File: src/rtl/uart_pkg.sv
// Shared UART definitions: frame state encoding, default widths and parity helper.
// Used by both the transmitter and the matching receiver.
package uart_pkg;

  localparam int unsigned DEF_DATA_W = 8;
  localparam int unsigned DEF_DIV_W  = 16;

  typedef enum logic [2:0] {
    ST_IDLE   = 3'd0,
    ST_START  = 3'd1,
    ST_DATA   = 3'd2,
    ST_PARITY = 3'd3,
    ST_STOP   = 3'd4
  } uart_state_e;

  // Payload is zero-extended by the caller; extra zero bits do not change the XOR.
  function automatic logic calc_parity(input logic [31:0] data, input logic odd);
    return (^data) ^ odd;
  endfunction

endpackage

File: src/rtl/uart_tx_fifo_buf.sv
// Small synchronous FIFO with registered full flag, occupancy count and
// asynchronous active-low reset. Depth must be a power of two.
module uart_tx_fifo_buf #(
  parameter int unsigned DATA_W = 8,
  parameter int unsigned DEPTH  = 4
) (
  input  logic                       clk_i,
  input  logic                       rst_ni,
  input  logic                       push_i,
  input  logic [DATA_W-1:0]          wdata_i,
  input  logic                       pop_i,
  output logic [DATA_W-1:0]          rdata_o,
  output logic                       full_o,
  output logic                       empty_o,
  output logic [$clog2(DEPTH+1)-1:0] count_o
);

  localparam int unsigned CntW = $clog2(DEPTH + 1);
  localparam int unsigned PtrW = $clog2(DEPTH);

  logic [DATA_W-1:0] mem_q [DEPTH];
  logic [PtrW-1:0]   wr_ptr_q, wr_ptr_d;
  logic [PtrW-1:0]   rd_ptr_q, rd_ptr_d;
  logic [CntW-1:0]   count_q, count_d;
  logic              full_q, full_d;
  logic              do_push, do_pop;

  assign do_push = push_i & ~full_q;
  assign do_pop  = pop_i & (count_q != '0);

  always_comb begin
    wr_ptr_d = wr_ptr_q;
    rd_ptr_d = rd_ptr_q;
    count_d  = count_q;
    if (do_push) begin
      wr_ptr_d = wr_ptr_q + PtrW'(1);
    end
    if (do_pop) begin
      rd_ptr_d = rd_ptr_q + PtrW'(1);
    end
    if (do_push && !do_pop) begin
      count_d = count_q + CntW'(1);
    end else if (!do_push && do_pop) begin
      count_d = count_q - CntW'(1);
    end
    // Full is registered from the next count, so a pop while full cannot admit a push.
    full_d = (count_d == CntW'(DEPTH));
  end

  always_ff @(posedge clk_i or negedge rst_ni) begin
    if (!rst_ni) begin
      wr_ptr_q <= '0;
      rd_ptr_q <= '0;
      count_q  <= '0;
      full_q   <= 1'b0;
      for (int i = 0; i < int'(DEPTH); i++) begin
        mem_q[i] <= '0;
      end
    end else begin
      wr_ptr_q <= wr_ptr_d;
      rd_ptr_q <= rd_ptr_d;
      count_q  <= count_d;
      full_q   <= full_d;
      if (do_push) begin
        mem_q[wr_ptr_q] <= wdata_i;
      end
    end
  end

  assign rdata_o = mem_q[rd_ptr_q];
  assign full_o  = full_q;
  assign empty_o = (count_q == '0);
  assign count_o = count_q;

endmodule

File: src/rtl/uart_tx_fifo.sv
// Buffered asynchronous serial transmitter: bytes enter through a valid/ready FIFO
// and leave LSB first as start/data/[parity]/stop frames on a registered TXD pad.
module uart_tx_fifo
  import uart_pkg::*;
#(
  parameter int unsigned DATA_W     = DEF_DATA_W,
  parameter int unsigned DIV_W      = DEF_DIV_W,
  parameter int unsigned FIFO_DEPTH = 4,
  parameter int unsigned PARITY_EN  = 0,
  parameter int unsigned PARITY_ODD = 0,
  parameter int unsigned STOP_BITS  = 1
) (
  input  logic                            CLK,
  input  logic                            R,
  input  logic [DIV_W-1:0]                DIV,
  input  logic [DATA_W-1:0]               WDATA,
  input  logic                            WVALID,
  output logic                            WREADY,
  output logic                            TXD,
  output logic                            BUSY,
  output logic [$clog2(FIFO_DEPTH+1)-1:0] FIFO_CNT
);

  localparam int unsigned IdxW = (DATA_W > 1) ? $clog2(DATA_W) : 1;

  uart_state_e       state_q, state_d;
  logic [DIV_W-1:0]  baud_q, baud_d;
  logic [DIV_W-1:0]  div_q, div_d;
  logic [DATA_W-1:0] shift_q, shift_d;
  logic [IdxW-1:0]   idx_q, idx_d;
  logic              stop_q, stop_d;
  logic              par_q, par_d;
  logic              txd_q, txd_d;

  logic              bit_end, start_frame, pop;
  logic              fifo_full, fifo_empty;
  logic [DATA_W-1:0] fifo_rdata;

  uart_tx_fifo_buf #(
    .DATA_W (DATA_W),
    .DEPTH  (FIFO_DEPTH)
  ) u_buf (
    .clk_i   (CLK),
    .rst_ni  (R),
    .push_i  (WVALID & WREADY),
    .wdata_i (WDATA),
    .pop_i   (pop),
    .rdata_o (fifo_rdata),
    .full_o  (fifo_full),
    .empty_o (fifo_empty),
    .count_o (FIFO_CNT)
  );

  always_comb begin
    state_d     = state_q;
    baud_d      = baud_q;
    div_d       = div_q;
    shift_d     = shift_q;
    idx_d       = idx_q;
    stop_d      = stop_q;
    par_d       = par_q;
    txd_d       = txd_q;
    start_frame = 1'b0;
    pop         = 1'b0;
    bit_end     = (baud_q == '0);

    if (state_q != ST_IDLE && !bit_end) begin
      baud_d = baud_q - DIV_W'(1);
    end

    unique case (state_q)
      ST_IDLE: begin
        txd_d = 1'b1;
        if (!fifo_empty) begin
          start_frame = 1'b1;
        end
      end
      ST_START: begin
        if (bit_end) begin
          state_d = ST_DATA;
          idx_d   = '0;
          baud_d  = div_q;
          txd_d   = shift_q[0];
        end
      end
      ST_DATA: begin
        if (bit_end) begin
          baud_d  = div_q;
          shift_d = shift_q >> 1;
          if (idx_q == IdxW'(DATA_W - 1)) begin
            if (PARITY_EN != 0) begin
              state_d = ST_PARITY;
              txd_d   = par_q;
            end else begin
              state_d = ST_STOP;
              stop_d  = 1'b0;
              txd_d   = 1'b1;
            end
          end else begin
            idx_d = idx_q + IdxW'(1);
            txd_d = shift_d[0];
          end
        end
      end
      ST_PARITY: begin
        if (bit_end) begin
          state_d = ST_STOP;
          stop_d  = 1'b0;
          baud_d  = div_q;
          txd_d   = 1'b1;
        end
      end
      ST_STOP: begin
        if (bit_end) begin
          if (stop_q == 1'(STOP_BITS - 1)) begin
            // Chain straight into the next start bit when more data is waiting.
            if (!fifo_empty) begin
              start_frame = 1'b1;
            end else begin
              state_d = ST_IDLE;
              txd_d   = 1'b1;
            end
          end else begin
            stop_d = 1'b1;
            baud_d = div_q;
          end
        end
      end
      default: begin
        state_d = ST_IDLE;
        txd_d   = 1'b1;
      end
    endcase

    // DIV is sampled only here, so mid-frame changes apply to the next frame.
    if (start_frame) begin
      pop     = 1'b1;
      state_d = ST_START;
      shift_d = fifo_rdata;
      par_d   = calc_parity(32'(fifo_rdata), 1'(PARITY_ODD));
      div_d   = DIV;
      baud_d  = DIV;
      txd_d   = 1'b0;
    end
  end

  always_ff @(posedge CLK or negedge R) begin
    if (!R) begin
      state_q <= ST_IDLE;
      baud_q  <= '0;
      div_q   <= '0;
      shift_q <= '0;
      idx_q   <= '0;
      stop_q  <= 1'b0;
      par_q   <= 1'b0;
      txd_q   <= 1'b1;
    end else begin
      state_q <= state_d;
      baud_q  <= baud_d;
      div_q   <= div_d;
      shift_q <= shift_d;
      idx_q   <= idx_d;
      stop_q  <= stop_d;
      par_q   <= par_d;
      txd_q   <= txd_d;
    end
  end

  assign TXD    = txd_q;
  assign BUSY   = (state_q != ST_IDLE);
  assign WREADY = ~fifo_full;

endmodule

File: config.mk
export PLATFORM = sky130hd
export DESIGN_NAME = uart_tx_fifo
export DESIGN_NICKNAME = d
export VERILOG_FILES = /design/src/rtl/uart_pkg.sv /design/src/rtl/uart_tx_fifo_buf.sv /design/src/rtl/uart_tx_fifo.sv
export SDC_FILE = /design/constraint.sdc
export NUM_CORES = 1
export LEC_CHECK = 0
export BUFFER_PORTS_ARGS = -buffer_cell sky130_fd_sc_hd__buf_2
export CAP_MARGIN = 20
export CORE_AREA = 2 2 131 82
export DETAILED_ROUTE_END_ITERATION = 8
export DIE_AREA = 0 0 133 84
export GPL_TIMING_DRIVEN = 0
export PLACE_DENSITY_LB_ADDON = 0.12
export SYNTH_ARGS = -nofsm -noshare
export SYNTH_HDL_FRONTEND = slang
export SYNTH_SLANG_ARGS = --single-unit
File: constraint.sdc
create_clock -name CLK -period 2.8 [get_ports CLK]
set_input_delay 0.42 -clock CLK [delete_from_list [all_inputs] [get_ports CLK]]
set_output_delay 0.42 -clock CLK [all_outputs]
set_load 0.03 [all_outputs]
==> impl_results.md, run 1 <==
- Outcome: finished, final reports clean
- Post-DP HPWL: 7.122 mm
- Pwr Total: between 5 and 6 mW
- Die ar.: ~11,000 sq um
- DP Worst Slack: 0.2682 ns
- Core box area: 10,120 sq um
- Fin. Hold Viols: 0
- Slew @ Worst Pin: 0.8777 ns
- H-tree depth: 3
- Ys flop type: dfrtp_1
- Pre-antenna DRT Iters: 5
- Total Routing Usage GR: around a fifth
- Syn-to-layout area delta: 16.07%
- Critical path required time: 3.01 ns
- Io pins: 33
- First-pass GRT wire length: 16.91 mm
- Die X: ~130 microns
- Gpl congestion: 0.8525
- Hold/Removal Path Class: in2reg
- Fmax: 0.3925 GHz
- Pleak: about 2.3 nW
- Setup slack after layout: 0.2525 ns
- RSZ-0062 raised after global routing: no
- Avg WL per Cell: 16.98 microns
- DR iter-0 viols: about 270
- Max Slew Vio Count: 0
- Nets: 490
- Post-Synthesis Cell Area: 4367 sq um
- Synthesis-stage register bit count: 87
- Chip height: 84 microns
- # DRC: 0
- Syn avg cell area: 10.73 sq um
- Fin crit share: ~91%
- Clk slew on worst S/H paths: 0.06 ns
- Cell count after placement: ~580
- WP data arrival: 2.76 ns
- Non-Filler Instances: 595
- Clock Latency Late Sink: about 0.34 ns
- Worst Hold Slack: 0.2906 ns
- Initial core utilization: 43.13%
- Vias in the first global route: 3,163
- Layout fillers: 910
- Setup CP Type: reg2reg
- Row Count: 29
- Async S/R FF share, synth: 100.0%
- Port Buffer Count: 32
- Clk buf depth: 2
- Layout cells sized above 1: 24.56%
- Initial antenna violation count: 0
- Number of diodes: 0
- Sequential share of the synthesized area: 49.89%
- Setup TNS: 0 ns
- Clk_skew: 0.006169 ns
- Post-synth EDFFs: 0
- Routed Wire Length: around 10 mm
- CTS buffer count: 9
- Final setup fails: 0
- Pin count of the biggest net entering global routing: 71
- Resize count post-CTS: 0
- Gr ovfl total: 0
- Max-Cap Viols: 0
- ANT nets after route: 0
- VDD IR max: 0.4106 mV
- Via density: 5.437
- Worst slew margin: between 40% and 50%
- Warnings from Yosys: 0
- Post-Syn Nets: 445
- Postcts setup bufs: 0
- Root buffer cell: clkbuf_16
- Crit end category: flop
- Netlist cell types: 59
- CTS tree: built
- Setup crit start kind: flop
- Clock Sinks: 87
- Mapped Cells: a little over 400
- DR vias: 3,235
- P per Cell Area: 1064 nW/um^2
- Minimum clock period: 2.547 ns
- CP Max Fanout: 10
## registers in the layout, summed over array words and instances, names as in the netlist, 2 cells and up
signal,count
u_buf.count_o,3
baud_q,16
u_buf.mem_q,32
u_buf.rd_ptr_q,2
div_q,16
u_buf.wr_ptr_q,2
shift_q,8
idx_q,3
state_q,3
## synth_stat cells, types with 2 or more instances
master    number  share of area [%]
a211oi_1       2               0.34
a21oi_1       18                2.1
a22o_1         3               0.60
a31oi_1        7                1.0
and3_1         2               0.29
buf_1          2               0.17
buf_2          6               0.69
buf_4          2               0.34
clkbuf_1       4               0.34
dfrtp_1       86                 49
ha_1          11                3.2
inv_1         12                1.0
mux2_2        33                8.5
mux2i_1        6                1.4
mux4_2         8                4.1
nand2_1       83                7.1
nand3_1        5               0.57
nand3b_1       4               0.69
nand4_1        3               0.43
nor2_1        25                2.1
nor3_1         8               0.92
nor3_2         3               0.69
nor3_4         2               0.74
nor3b_1        2               0.34
nor4_1         2               0.29
o211ai_1       3               0.52
o21ai_0       13                1.5
o31ai_1        2               0.34
or3_1          3               0.43
xnor2_1       13                2.6
xor2_1         6                1.2
## cell families (layout without fill, tap and decap cells)
group,after synthesis,count (layout),synth area share (%)
AOI/OAI and AO/OA,61,61,9.084
buffers and inverters,26,75,2.579
xor gates and xnor gates,19,19,3.811
DFF,87,87,49.89
muxes,47,47,14.01
adders and majority gates,11,11,3.152
and+or+nand+nor,156,156,17.48
## what timing repair did
item | 4_1_cts | 5_1_grt
hold buffers | 1 | 0
hold endpoints to repair | 17 | 0
endpoints found under the setup margin | 0 | 0
## area by class of cell
cell class                      instances  area [sq um]  area share [%]
Clock buffer                           11         232.7           4.591
Timing Repair Buffer                   34         200.2           3.950
Multi-Input combinational cell        294          2076           40.95
Inverter                               12         45.04          0.8887
Tap cell                              139         173.9           3.431
Sequential cell                        87          2178           42.98
Buffer                                 14         67.56           1.333
Clock inverter                          4         95.09           1.876
## through the flow
stage	util, %	area [sq um]
after floorplan	-	4367
after global placement	46.43	4701
after detailed placement	46.73	4731
after CTS	50.07	5069
after global routing	50.07	5069
final	50.07	5069
## worst max-delay path, stage by stage, from the launching register on
cell	delay [ns]
dfrtp_1	0.42
nor4_2	0.36
nand3_1	0.35
o21ai_0	0.32
nand2_1	0.29
clkbuf_1	0.39
nand3_1	0.19
o211ai_1	0.10
## power breakdown
group,switching [mW],internal (mW),leakage (nW)
sequential,0.424,1.85,1.05
clock,0.473,0.866,0.160
combinational,0.883,0.897,1.05
## worst paths after layout
| check | startpoint | endpoint | slack (ns) | depth (start not counted) |
|---|---|---|---|---|
| worst max-delay path | baud_q[12]$_DFF_PN0_ | shift_q[0]$_DFFE_PN0P_ | 0.25 | 7 |
| max in group asynchronous | R | TXD$_DFFE_PN1P_ | 1.65 | 3 |
| worst min-delay path | DIV[9] | div_q[9]$_DFFE_PN0P_ | 0.29 | 3 |
| worst min register to register | div_q[8]$_DFFE_PN0P_ | div_q[8]$_DFFE_PN0P_ | 0.48 | 2 |
| min in group asynchronous | R | u_buf.wr_ptr_q[0]$_DFFE_PN0P_ | 0.50 | 2 |
| worst max register to register | baud_q[12]$_DFF_PN0_ | shift_q[0]$_DFFE_PN0P_ | 0.25 | 7 |
## cell usage in the layout, fill, tap and decap left out, types with 4 or more instances in the layout
cell / Yosys / layout
a21oi_1: 18 / 18
a31oi_1: 7 / 7
buf_2: 6 / 37
clkbuf_1: 4 / 6
clkbuf_16: 0 / 9
dfrtp_1: 86 / 86
ha_1: 11 / 11
inv_1: 12 / 12
mux2_2: 33 / 33
mux2i_1: 6 / 6
mux4_2: 8 / 8
nand2_1: 83 / 83
nand3_1: 5 / 5
nand3b_1: 4 / 4
nor2_1: 25 / 25
nor3_1: 8 / 8
o21ai_0: 13 / 13
xnor2_1: 13 / 13
xor2_1: 6 / 6
## routing by layer
| metal | up-vias | routed length, microns | GRT usage (%) |
|---|---|---|---|
| li1 | 1521 | - | - |
| met1 | 1620 | 5360 | 30.61 |
| met2 | 82 | 4034 | 26.57 |
| met3 | 12 | 580 | 5.222 |
| met4 | 0 | 128 | 6.061 |
| met5 | - | 0 | 0 |
No activity file was read; power rests on OpenSTA's default activity.
==> run 2: changes to the inputs <==
==> constraint.sdc (replaced) <==
create_clock -name CLK -period 2.5 [get_ports CLK]
set_input_delay 0.375 -clock CLK [delete_from_list [all_inputs] [get_ports CLK]]
set_output_delay 0.375 -clock CLK [all_outputs]
set_load 0.03 [all_outputs]
==> run 2 against run 1 <==
  * Clock power rose by 12%
  * Critical endpoint unchanged
  * Utilization is 0.27 points higher
  * Hold slack lost 0.046 ns
  * Sequential power grew 12%
  * Die area did not move
  * Fmax grew 8.3%
  * Largest power group unchanged
  * Sequential cell count is the same
  * Non-clock buffer count unchanged
==> impl_results.md, run 2 (same netlist as run 1, synthesis figures left out) <==
- Hold/Removal Path Class: in2reg
- Max Slew Vio Count: 0
- P per Cell Area: ~1200 nW/um^2
- Clk buf depth: 2
- Io pins: 33
- WP data arrival: 2.57 ns
- Commonest non-fill, non-tap cell in the layout: dfrtp_1
- Die ar.: 11,170 sq um
- Crit end category: flop
- Setup CP Type: reg2reg
- Critical path required time: between 2 and 3 ns
- DP Worst Slack: -0.03178 ns
- Setup TNS: 0 ns
- CTS buffer count: 9
- Initial core utilization: ~43%
- Postcts setup bufs: 0
- Sequential cell fraction of total power: a little over two fifths
- Outcome: finished, final reports clean
- Chip height: 84 microns
- Combinational share of power: 33.1%
- Internal: between 4 and 5 mW
- Util after Layout: 50.34%
- Final setup fails: 0
- Sw Share: ~33%
- Gpl congestion: approximately 0.85
- Port Buffer Count: 32
- Row Count: 29
- # DRC: 0
- Clock share of power: 24.8%
- Fin crit share: 94.06%
- Max-Cap Viols: 0
- Sw power: 2.012 mW
- Layout fillers: 910
- Pleak: ~2.3 nW
- Max reg flops: 32
- Top reg by flops: u_buf.mem_q
- Nets: 490
- Post-DP HPWL: between 7 and 8 mm
- Routed Wire Length: ~10 mm
- Syn-to-layout area delta: 16.70%
- Largest registers: u_buf.mem_q (32), baud_q (16), div_q (16)
- Fin. Hold Viols: 0
- Total Routing Usage GR: 19.73%
- Worst Hold Slack: about 0.24 ns
- Clk_skew: approximately 0.0064 ns
- VDD IR max: 0.4577 mV
- DR iter-0 viols: 248
- H-tree depth: 3
- Vias in the first global route: 3,167
- ANT nets after route: 0
- CTS tree: built
- Gr ovfl total: 0
- Initial antenna violation count: 0
- Layout cells sized above 1: ~25%
- Minimum clock period: 2.352 ns
- Via density: 5.430
- Core box area: around 10,000 sq um
- Setup slack after layout: around 0.15 ns
- Cell count after placement: between 500 and 600
- Avg WL per Cell: 17.00 microns
- Pin count of the biggest net entering global routing: 71
- Die X: 133 microns
- Pre-antenna DRT Iters: 5
- Clk slew on worst S/H paths: around 0.060 ns
- Clock Latency Late Sink: ~0.34 ns
- DR vias: 3,231
- Slew @ Worst Pin: roughly 0.85 ns
- First-pass GRT wire length: ~17 mm
- Setup crit start kind: flop
- Non-Filler Instances: between 500 and 600
- Worst slew margin: 43.13%
- Clock Sinks: 87
- Root buffer cell: clkbuf_16
- Fmax: 0.4253 GHz
- Commonest cells after routing, fill and taps aside: dfrtp_1 (86), nand2_1 (82), buf_2 (36)
- CP Max Fanout: 10
- Number of diodes: 0
## run 2: worst paths after layout
kind,cells after the start,endpoint,start,slack [ns]
max in group asynchronous,3,TXD$_DFFE_PN1P_,R,1.39
hold reg to reg,2,div_q[1]$_DFFE_PN0P_,div_q[1]$_DFFE_PN0P_,0.48
setup / recovery,7,shift_q[0]$_DFFE_PN0P_,baud_q[8]$_DFF_PN0_,0.15
min in group asynchronous,2,u_buf.wr_ptr_q[0]$_DFFE_PN0P_,R,0.46
hold / removal,3,div_q[4]$_DFFE_PN0P_,DIV[4],0.24
setup reg to reg,7,shift_q[0]$_DFFE_PN0P_,baud_q[8]$_DFF_PN0_,0.15
## run 2: stage by stage
stage               power, mW  cell area (sq um)
finish                  6.066               5096
global route            6.467               5096
CTS                     6.082               5070
detailed placement      4.557               4731
global placement        4.473               4701
floorplan               4.004               4367
## run 2: layer usage
layer | wire, microns | global-route usage (%)
met5 | 0 | 0
met4 | 142 | 6.061
met3 | 618 | 5.222
met2 | 4028 | 26.57
met1 | 5324 | 30.57
## run 2: repair_timing
action                     4_1_cts  5_1_grt
pin swaps                        0        0
resized for setup                1        6
hold buffers                     1        0
hold endpoints to repair        17        0
setup endpoints to repair        5       40
## run 2: power by group through the flow
stage / combinational [mW] / clock, mW / sequential, mW
floorplan: 1.50 / 0 / 2.50
global placement: 1.93 / 0 / 2.54
detailed placement: 2.00 / 0 / 2.55
CTS: 2.01 / 1.53 / 2.54
global route: 2.22 / 1.59 / 2.66
finish: 2.01 / 1.50 / 2.56
## run 2: cell type report
cell class,count,area (sq um),share of cell area (%)
well taps,139,173.9,3.413
multi-input cells,294,2100,41.20
plain buffers,14,71.32,1.399
repair buffers,34,200.2,3.928
clock inverters,4,95.09,1.866
flip-flops and latches,87,2178,42.74
inverters,12,45.04,0.8839
clock buffers,11,232.7,4.567
## run 2: critical path, cell delays in order (launching register included)
cell	delay (ns)
dfrtp_1	0.45
nor3_4	0.37
nand3_2	0.28
o21ai_0	0.35
nand2_2	0.23
clkbuf_2	0.30
nand3_1	0.15
o211ai_1	0.09
